--- config.mk ---
export PLATFORM = sky130hd
export DESIGN_NAME = std_fp_div_iter
export DESIGN_NICKNAME = d
export VERILOG_FILES = /design/src/rtl/std_fp_div_pkg.sv /design/src/rtl/std_fp_div_step.sv /design/src/rtl/std_fp_div_iter.sv
export SDC_FILE = /design/constraint.sdc
export NUM_CORES = 1
export LEC_CHECK = 0
export CAP_MARGIN = 20
export CORE_MARGIN = 2
export CORE_UTILIZATION = 50
export CTS_CLUSTER_SIZE = 28
export DETAILED_ROUTE_END_ITERATION = 8
export HOLD_SLACK_MARGIN = 0.08
export PLACE_DENSITY_LB_ADDON = 0.3
export SLEW_MARGIN = 30
export SYNTH_ARGS = -nofsm -noshare
export SYNTH_HDL_FRONTEND = slang
export SYNTH_SLANG_ARGS = --single-unit
--- constraint.sdc ---
create_clock -name clk -period 3.85 [get_ports clk]
set_clock_uncertainty 0.05 [all_clocks]
set_input_delay 0.77 -clock clk [delete_from_list [all_inputs] [get_ports clk]]
set_output_delay 0.77 -clock clk [all_outputs]
set_load 0.05 [all_outputs]
--- src/rtl/std_fp_div_pkg.sv ---
// std_fp_div_pkg: shared types and helpers for the iterative fixed-point divider.
//   state_t   : divider FSM states (IDLE/RUN/FIX/DONE)
//   sat_const : saturation constant for a given result width and sign
package std_fp_div_pkg;

  typedef enum logic [1:0] {
    IDLE = 2'd0,
    RUN  = 2'd1,
    FIX  = 2'd2,
    DONE = 2'd3
  } state_t;

  localparam int unsigned SAT_MAXW = 64;

  // Low `width` bits hold the constant: all ones for unsigned results,
  // 0x7F..F for a positive signed result, 0x80..0 for a negative one.
  function automatic logic [SAT_MAXW-1:0] sat_const(input int unsigned width,
                                                    input logic        is_signed,
                                                    input logic        neg);
    logic [SAT_MAXW-1:0] v;
    v = '0;
    for (int unsigned i = 0; i < SAT_MAXW; i++) begin
      if (!is_signed)  v[i] = (i < width);
      else if (neg)    v[i] = (i == width - 1);
      else             v[i] = (i < width - 1);
    end
    return v;
  endfunction

endpackage

--- src/rtl/std_fp_div_step.sv ---
// std_fp_div_step: one combinational restoring-division step.
//   i_acc     : partial remainder (always < divisor, so WIDTH bits suffice)
//   i_bit     : next dividend bit, shifted in at the LSB
//   i_divisor : divisor magnitude
//   o_acc     : next partial remainder
//   o_q       : resolved quotient bit
module std_fp_div_step #(
  parameter int WIDTH = 32
) (
  input  logic [WIDTH-1:0] i_acc,
  input  logic             i_bit,
  input  logic [WIDTH-1:0] i_divisor,
  output logic [WIDTH-1:0] o_acc,
  output logic             o_q
);

  // The shifted value needs WIDTH+1 bits; after the conditional subtract it
  // is below the divisor again and fits back into WIDTH bits.
  logic [WIDTH:0]   w_sh;
  logic [WIDTH-1:0] w_diff;

  assign w_sh   = {i_acc, i_bit};
  assign w_diff = w_sh[WIDTH-1:0] - i_divisor;
  assign o_q    = (w_sh >= {1'b0, i_divisor});
  assign o_acc  = o_q ? w_diff : w_sh[WIDTH-1:0];

endmodule

--- src/rtl/std_fp_div_iter.sv ---
// std_fp_div_iter: iterative fixed-point divider behind a go/done handshake.
// quotient = (left * 2^FRAC_WIDTH) / right, unsigned or signed (truncating
// toward zero), BITS_PER_CYCLE quotient bits per RUN cycle.
// Ports:
//   clk, reset_n (async, active-low)
//   go            : start request, sampled in IDLE only
//   left, right   : dividend / divisor
//   out_quotient  : quotient, same fixed-point format as the operands
//   out_remainder : remainder (takes the dividend's sign in signed mode)
//   div_by_zero   : right was zero
//   overflow      : true quotient not representable in WIDTH bits
//   done          : one-cycle pulse, results valid and held until next FIX
// Optional macro STD_FP_DIV_SAT_EN: saturate out_quotient on overflow or
// divide-by-zero instead of wrapping / returning all ones.
module std_fp_div_iter
  import std_fp_div_pkg::*;
#(
  parameter int WIDTH          = 32,
  parameter int INT_WIDTH      = 16,
  parameter int FRAC_WIDTH     = 16,
  parameter int SIGNED         = 0,
  parameter int BITS_PER_CYCLE = 1
) (
  input  logic             clk,
  input  logic             reset_n,
  input  logic             go,
  input  logic [WIDTH-1:0] left,
  input  logic [WIDTH-1:0] right,
  output logic [WIDTH-1:0] out_quotient,
  output logic [WIDTH-1:0] out_remainder,
  output logic             div_by_zero,
  output logic             overflow,
  output logic             done
);

  localparam int ITER = WIDTH + FRAC_WIDTH;
  localparam int N    = ITER / BITS_PER_CYCLE;
  localparam int CW   = $clog2(N + 1);
  localparam logic [WIDTH-1:0] HALF = {1'b1, {(WIDTH-1){1'b0}}};

  if (INT_WIDTH + FRAC_WIDTH != WIDTH) begin : g_chk_fmt
    $error("std_fp_div_iter: INT_WIDTH + FRAC_WIDTH must equal WIDTH");
  end
  if (ITER % BITS_PER_CYCLE != 0) begin : g_chk_bpc
    $error("std_fp_div_iter: WIDTH + FRAC_WIDTH must be a multiple of BITS_PER_CYCLE");
  end

  state_t          r_state;
  logic [ITER-1:0] r_dvd;
  logic [ITER-1:0] r_quo;
  logic [WIDTH-1:0] r_acc;
  logic [WIDTH-1:0] r_div;
  logic [WIDTH-1:0] r_left;
  logic            r_sl, r_sr, r_dz;
  logic [CW-1:0]   r_cnt;

  // Restoring step chain, MSB of the dividend first.
  logic [WIDTH-1:0]          w_acc [BITS_PER_CYCLE+1];
  logic [BITS_PER_CYCLE-1:0] w_qb;

  assign w_acc[0] = r_acc;

  for (genvar g = 0; g < BITS_PER_CYCLE; g++) begin : g_step
    std_fp_div_step #(.WIDTH(WIDTH)) u_step (
      .i_acc     (w_acc[g]),
      .i_bit     (r_dvd[ITER-1-g]),
      .i_divisor (r_div),
      .o_acc     (w_acc[g+1]),
      .o_q       (w_qb[BITS_PER_CYCLE-1-g])
    );
  end

  // Operand magnitudes at acceptance; -(-2^(W-1)) wraps to 2^(W-1) unsigned.
  logic             w_l_neg, w_r_neg;
  logic [WIDTH-1:0] w_lmag, w_rmag;

  always_comb begin
    w_l_neg = (SIGNED != 0) && left[WIDTH-1];
    w_r_neg = (SIGNED != 0) && right[WIDTH-1];
    w_lmag  = w_l_neg ? -left  : left;
    w_rmag  = w_r_neg ? -right : right;
  end

  // Result formatting for the FIX cycle.
  logic             w_neg, w_ovf;
  logic [WIDTH-1:0] w_qlow, w_q, w_rem;

  always_comb begin
    w_qlow = r_quo[WIDTH-1:0];
    w_neg  = (SIGNED != 0) && (r_sl ^ r_sr);
    w_ovf  = |r_quo[ITER-1:WIDTH];
    if (SIGNED != 0) begin
      if (w_neg) w_ovf = w_ovf | (w_qlow > HALF);
      else       w_ovf = w_ovf | w_qlow[WIDTH-1];
    end
    w_rem = ((SIGNED != 0) && r_sl) ? -r_acc : r_acc;
`ifdef STD_FP_DIV_SAT_EN
    if (r_dz)       w_q = WIDTH'(sat_const(WIDTH, SIGNED != 0, r_sl));
    else if (w_ovf) w_q = WIDTH'(sat_const(WIDTH, SIGNED != 0, w_neg));
    else            w_q = w_neg ? -w_qlow : w_qlow;
`else
    if (r_dz) w_q = '1;
    else      w_q = w_neg ? -w_qlow : w_qlow;
`endif
  end

  always_ff @(posedge clk or negedge reset_n) begin
    if (!reset_n) begin
      r_state       <= IDLE;
      r_dvd         <= '0;
      r_quo         <= '0;
      r_acc         <= '0;
      r_div         <= '0;
      r_left        <= '0;
      r_sl          <= 1'b0;
      r_sr          <= 1'b0;
      r_dz          <= 1'b0;
      r_cnt         <= '0;
      out_quotient  <= '0;
      out_remainder <= '0;
      div_by_zero   <= 1'b0;
      overflow      <= 1'b0;
      done          <= 1'b0;
    end else begin
      done <= 1'b0;
      case (r_state)
        IDLE: begin
          if (go) begin
            r_dvd   <= {w_lmag, {FRAC_WIDTH{1'b0}}};
            r_div   <= w_rmag;
            r_left  <= left;
            r_sl    <= w_l_neg;
            r_sr    <= w_r_neg;
            r_dz    <= (right == '0);
            r_acc   <= '0;
            r_quo   <= '0;
            r_cnt   <= '0;
            r_state <= RUN;
          end
        end
        RUN: begin
          r_acc <= w_acc[BITS_PER_CYCLE];
          r_dvd <= r_dvd << BITS_PER_CYCLE;
          r_quo <= (r_quo << BITS_PER_CYCLE) | ITER'(w_qb);
          r_cnt <= r_cnt + 1'b1;
          if (r_cnt == CW'(N - 1)) r_state <= FIX;
        end
        FIX: begin
          out_quotient  <= w_q;
          out_remainder <= r_dz ? r_left : w_rem;
          div_by_zero   <= r_dz;
          overflow      <= r_dz ? 1'b0 : w_ovf;
          done          <= 1'b1;
          r_state       <= DONE;
        end
        default: r_state <= IDLE;
      endcase
    end
  end

endmodule

==> impl_metrics.toml <==
[sta]
finalCritPeriodShare = 0.890
slew_headroom = 0.445
fin_tns_setup_ns = 0
slew_viol_final = 0
rsz0062_at_grt = "no"
clock.fmax_mhz = 292
finalSetupViolations = 0
holdWs_ns = 0.221
tightest_slew_ns = 0.833
fin_crit_ns = 3.43
hold_violations = 0

[outcome]
outcome = "complete, no violations"

[clock_tree]
cts_resized = 0
cts_buffer_depth = 3
clkTransAtPathRegs_ns = 0.06
insertion_delay_ns = 0.53
ctsHoldBuffers = 0
root_buffer = "clkbuf_16"
cts_inserted_buffers = 26
cts.htree.levels = 1
cts_sinks = 252
cts_tree = "yes"
post_cts_buffers = 0

[critical_path]
arrival_ns = 3.75
startpoint = "r_acc[26]"
r2r_cells = 10
crit_family = "simple AND/OR/NAND/NOR gates"
end_kind = "register"
slowest_delay_ns = 0.57
critPathKind = "reg2reg"
worst-path-buf-inv = 2
cp-start-kind = "register"
crit_chain = "ha_1, inv_1, or4b_4, or4_1, nor3_2, nor3_1, o211a_1, buf_12, a32oi_1, o31ai_1"
cp.depth = 10
regToRegSetupSlack_ns = 0.42
crit_end = "r_acc[21]"
regToRegEndpoint = "r_acc[21]"
crit_fanout = 33
required_ns = 4.18
r2r_start = "r_acc[26]"
slowest_stage = "or4b_4"

[logic_synthesis]
yosysUniqueCellTypes = 61
syn_inst = 1145
syn_nets = 1250
ys_seq_area_frac = 0.518
async_flop_share = 1.00
synth_flop_cell = "dfrtp_1"
synth-edff-count = 0
synth-seq-cells = 252
syn_area_per_cell_sq_um = 10.6
yosys_warnings = 0
syn_area_sq_um = 12200

[worst_hold_path]
hold_class = "in2async"

[floorplanning]
fp-row-count = 57
core_area_sq_um = 24100
start_util = 0.505
dieArea_sq_um = 25600
die_y_um = 160
die_w_um = 160
io_pins = 134

[grt]
first_global_vias = 8868
grt_usage = 0.226
antenna_found_initial = 1
grt_first_pass_wirelength_um = 46900
overflow = 0
grt_max_degree = 102

[power_and_ir_drop]
peakVddDrop_mv = 0.661
clockPowerShare = 0.201
combPwrFrac = 0.461
intPower_mw = 7.18
p_seq_frac = 0.338
swShare = 0.421
finalPower_mw = 12.4
p_sw_mw = 5.21
leakage_nw = 6.56
p_per_area_nw_per_um2 = 844

[layout]
antenna-diode-count = 0
drive_gt1_frac = 0.113
final-seq-area_sq_um = 6310
multi_input_area_sq_um = 5440
fin_cells = 1595
fillers = 2056
syn2layout_area_growth_pct = 20.6
nets = 1359

[placed_design]
io_buffers = 133
dpl.cell_count = 1550
gp_congestion = 0.883
dp_hpwl_um = 20500

[detailed_routing]
via_per_inst = 5.61
post_drt_wl_per_cell_um = 18.1
drc = 0
drt_iter0_drc = 661
route.vias.total = 8946
antenna_left = 0
wirelength_um = 28900
first_pass_iters = 6

[flow_run]
max-cap-violations = 0
## cells in the final DEF (no fill, tap or decap), types with 4 or more instances in the layout
master	Yosys	final
a22o_1	48	48
inv_1	43	43
clkbuf_16	0	27
nor4_1	13	13
dfrtp_1	252	251
a32oi_1	13	13
nor2_1	121	121
o31ai_1	10	10
buf_12	0	5
a31oi_1	6	6
clkdlybuf4s50_1	0	132
mux2i_1	82	81
nor3_1	5	5
clkinv_2	0	8
a21o_1	13	13
mux2_2	66	66
clkbuf_1	49	4
o21ai_1	10	10
o21a_1	5	5
buf_4	0	12
nand2_1	82	80
xnor2_1	17	17
nand3_1	15	15
xor2_1	11	11
a21oi_1	92	92
nand2b_1	7	7
nand4_1	5	5
o21ai_0	66	66
ha_1	37	35
nor2b_1	5	5
## through the flow
step	setup WS, ns	cell area, sq um	utilization
after floorplan	0.892	12200	-
after global placement	0.574	13800	0.574
after detailed placement	0.486	13800	0.574
after CTS	0.461	14700	0.609
after global routing	0.243	14700	0.609
final	0.424	14700	0.609
## how the worst min path moves through the flow
| stage | start | end | slack, ns | cells past startpoint |
|---|---|---|---|---|
| 2_1_floorplan | r_left[0] | r_left[0] | 0.40 | 2 |
| 3_3_place_gp | r_dvd[28] | r_dvd[28] | 0.41 | 2 |
| 3_5_place_dp | r_dvd[23] | r_dvd[23] | 0.42 | 2 |
| 4_1_cts | reset_n | r_quo[36] | 0.26 | 1 |
| 5_1_grt | reset_n | r_quo[26] | 0.28 | 1 |
| 6_report | reset_n | out_quotient[25] | 0.22 | 1 |
## power groups by stage
stage	Sequential, mW	Clock [mW]	Combinational (mW)
2_1_floorplan	5.23	0	2.94
3_3_place_gp	4.20	0	5.60
3_5_place_dp	4.22	0	5.71
4_1_cts	4.19	2.53	5.74
5_1_grt	4.30	2.64	6.20
6_report	4.19	2.49	5.71
## state kept, by name, summed over array words and instances (netlist names)
signal	cells
overflow	1
out_quotient	32
r_dvd	32
div_by_zero	1
r_left	32
r_cnt	6
out_remainder	32
r_state	2
done	1
r_dz	1
r_quo	48
r_div	32
r_acc	32
## cell type report
| cell class | count | share of cell area |
|---|---|---|
| Tap cell | 324 | 0.0276 |
| Clock buffer | 34 | 0.0499 |
| Inverter | 43 | 0.0110 |
| Clock inverter | 11 | 0.00733 |
| Timing Repair Buffer | 150 | 0.104 |
| Multi-Input combinational cell | 781 | 0.370 |
| Sequential cell | 252 | 0.430 |
## worst reg2reg max path: cells and delay by family (launching register included)
family          cells  cell delay [ns]
flops               1             0.42
buf+inv             2             0.38
fa+ha+maj           1             0.46
simple gates        4             1.35
compound gates      3             0.61
## layer usage
metal | vias up | global-route usage | wire, um
li1 | 4301 | - | -
met1 | 4382 | 0.302 | 12700
met2 | 207 | 0.385 | 14000
met3 | 54 | 0.0330 | 1270
met4 | 2 | 0.0672 | 878
met5 | - | 0 | 13
## Yosys cell counts, drive strengths merged, types with 16 or more instances
cell type / count / area [sq um]
xnor2: 17 / 149
buf: 18 / 108
mux2: 66 / 743
nor2: 121 / 454
dfrtp: 252 / 6310
a22o: 48 / 420
nand2: 82 / 308
nand3: 16 / 85.1
o21ai: 76 / 380
a21oi: 93 / 469
mux2i: 82 / 821
clkbuf: 51 / 194
inv: 43 / 161
ha: 37 / 463
## logic make-up (layout without fill, tap and decap cells)
| logic type | after synthesis | after routing | share of synthesized area |
|---|---|---|---|
| AND/OR/NAND/NOR | 275 | 275 | 0.101 |
| flip-flops | 252 | 252 | 0.518 |
| multiplexers | 148 | 148 | 0.128 |
| buffers and inverters | 112 | 238 | 0.0380 |
| AO/OA/AOI/OAI | 292 | 292 | 0.155 |
| XOR/XNOR | 28 | 28 | 0.0201 |
| adder cells (fa/ha/maj) | 38 | 38 | 0.0397 |
(Power assumes the default switching activity.)
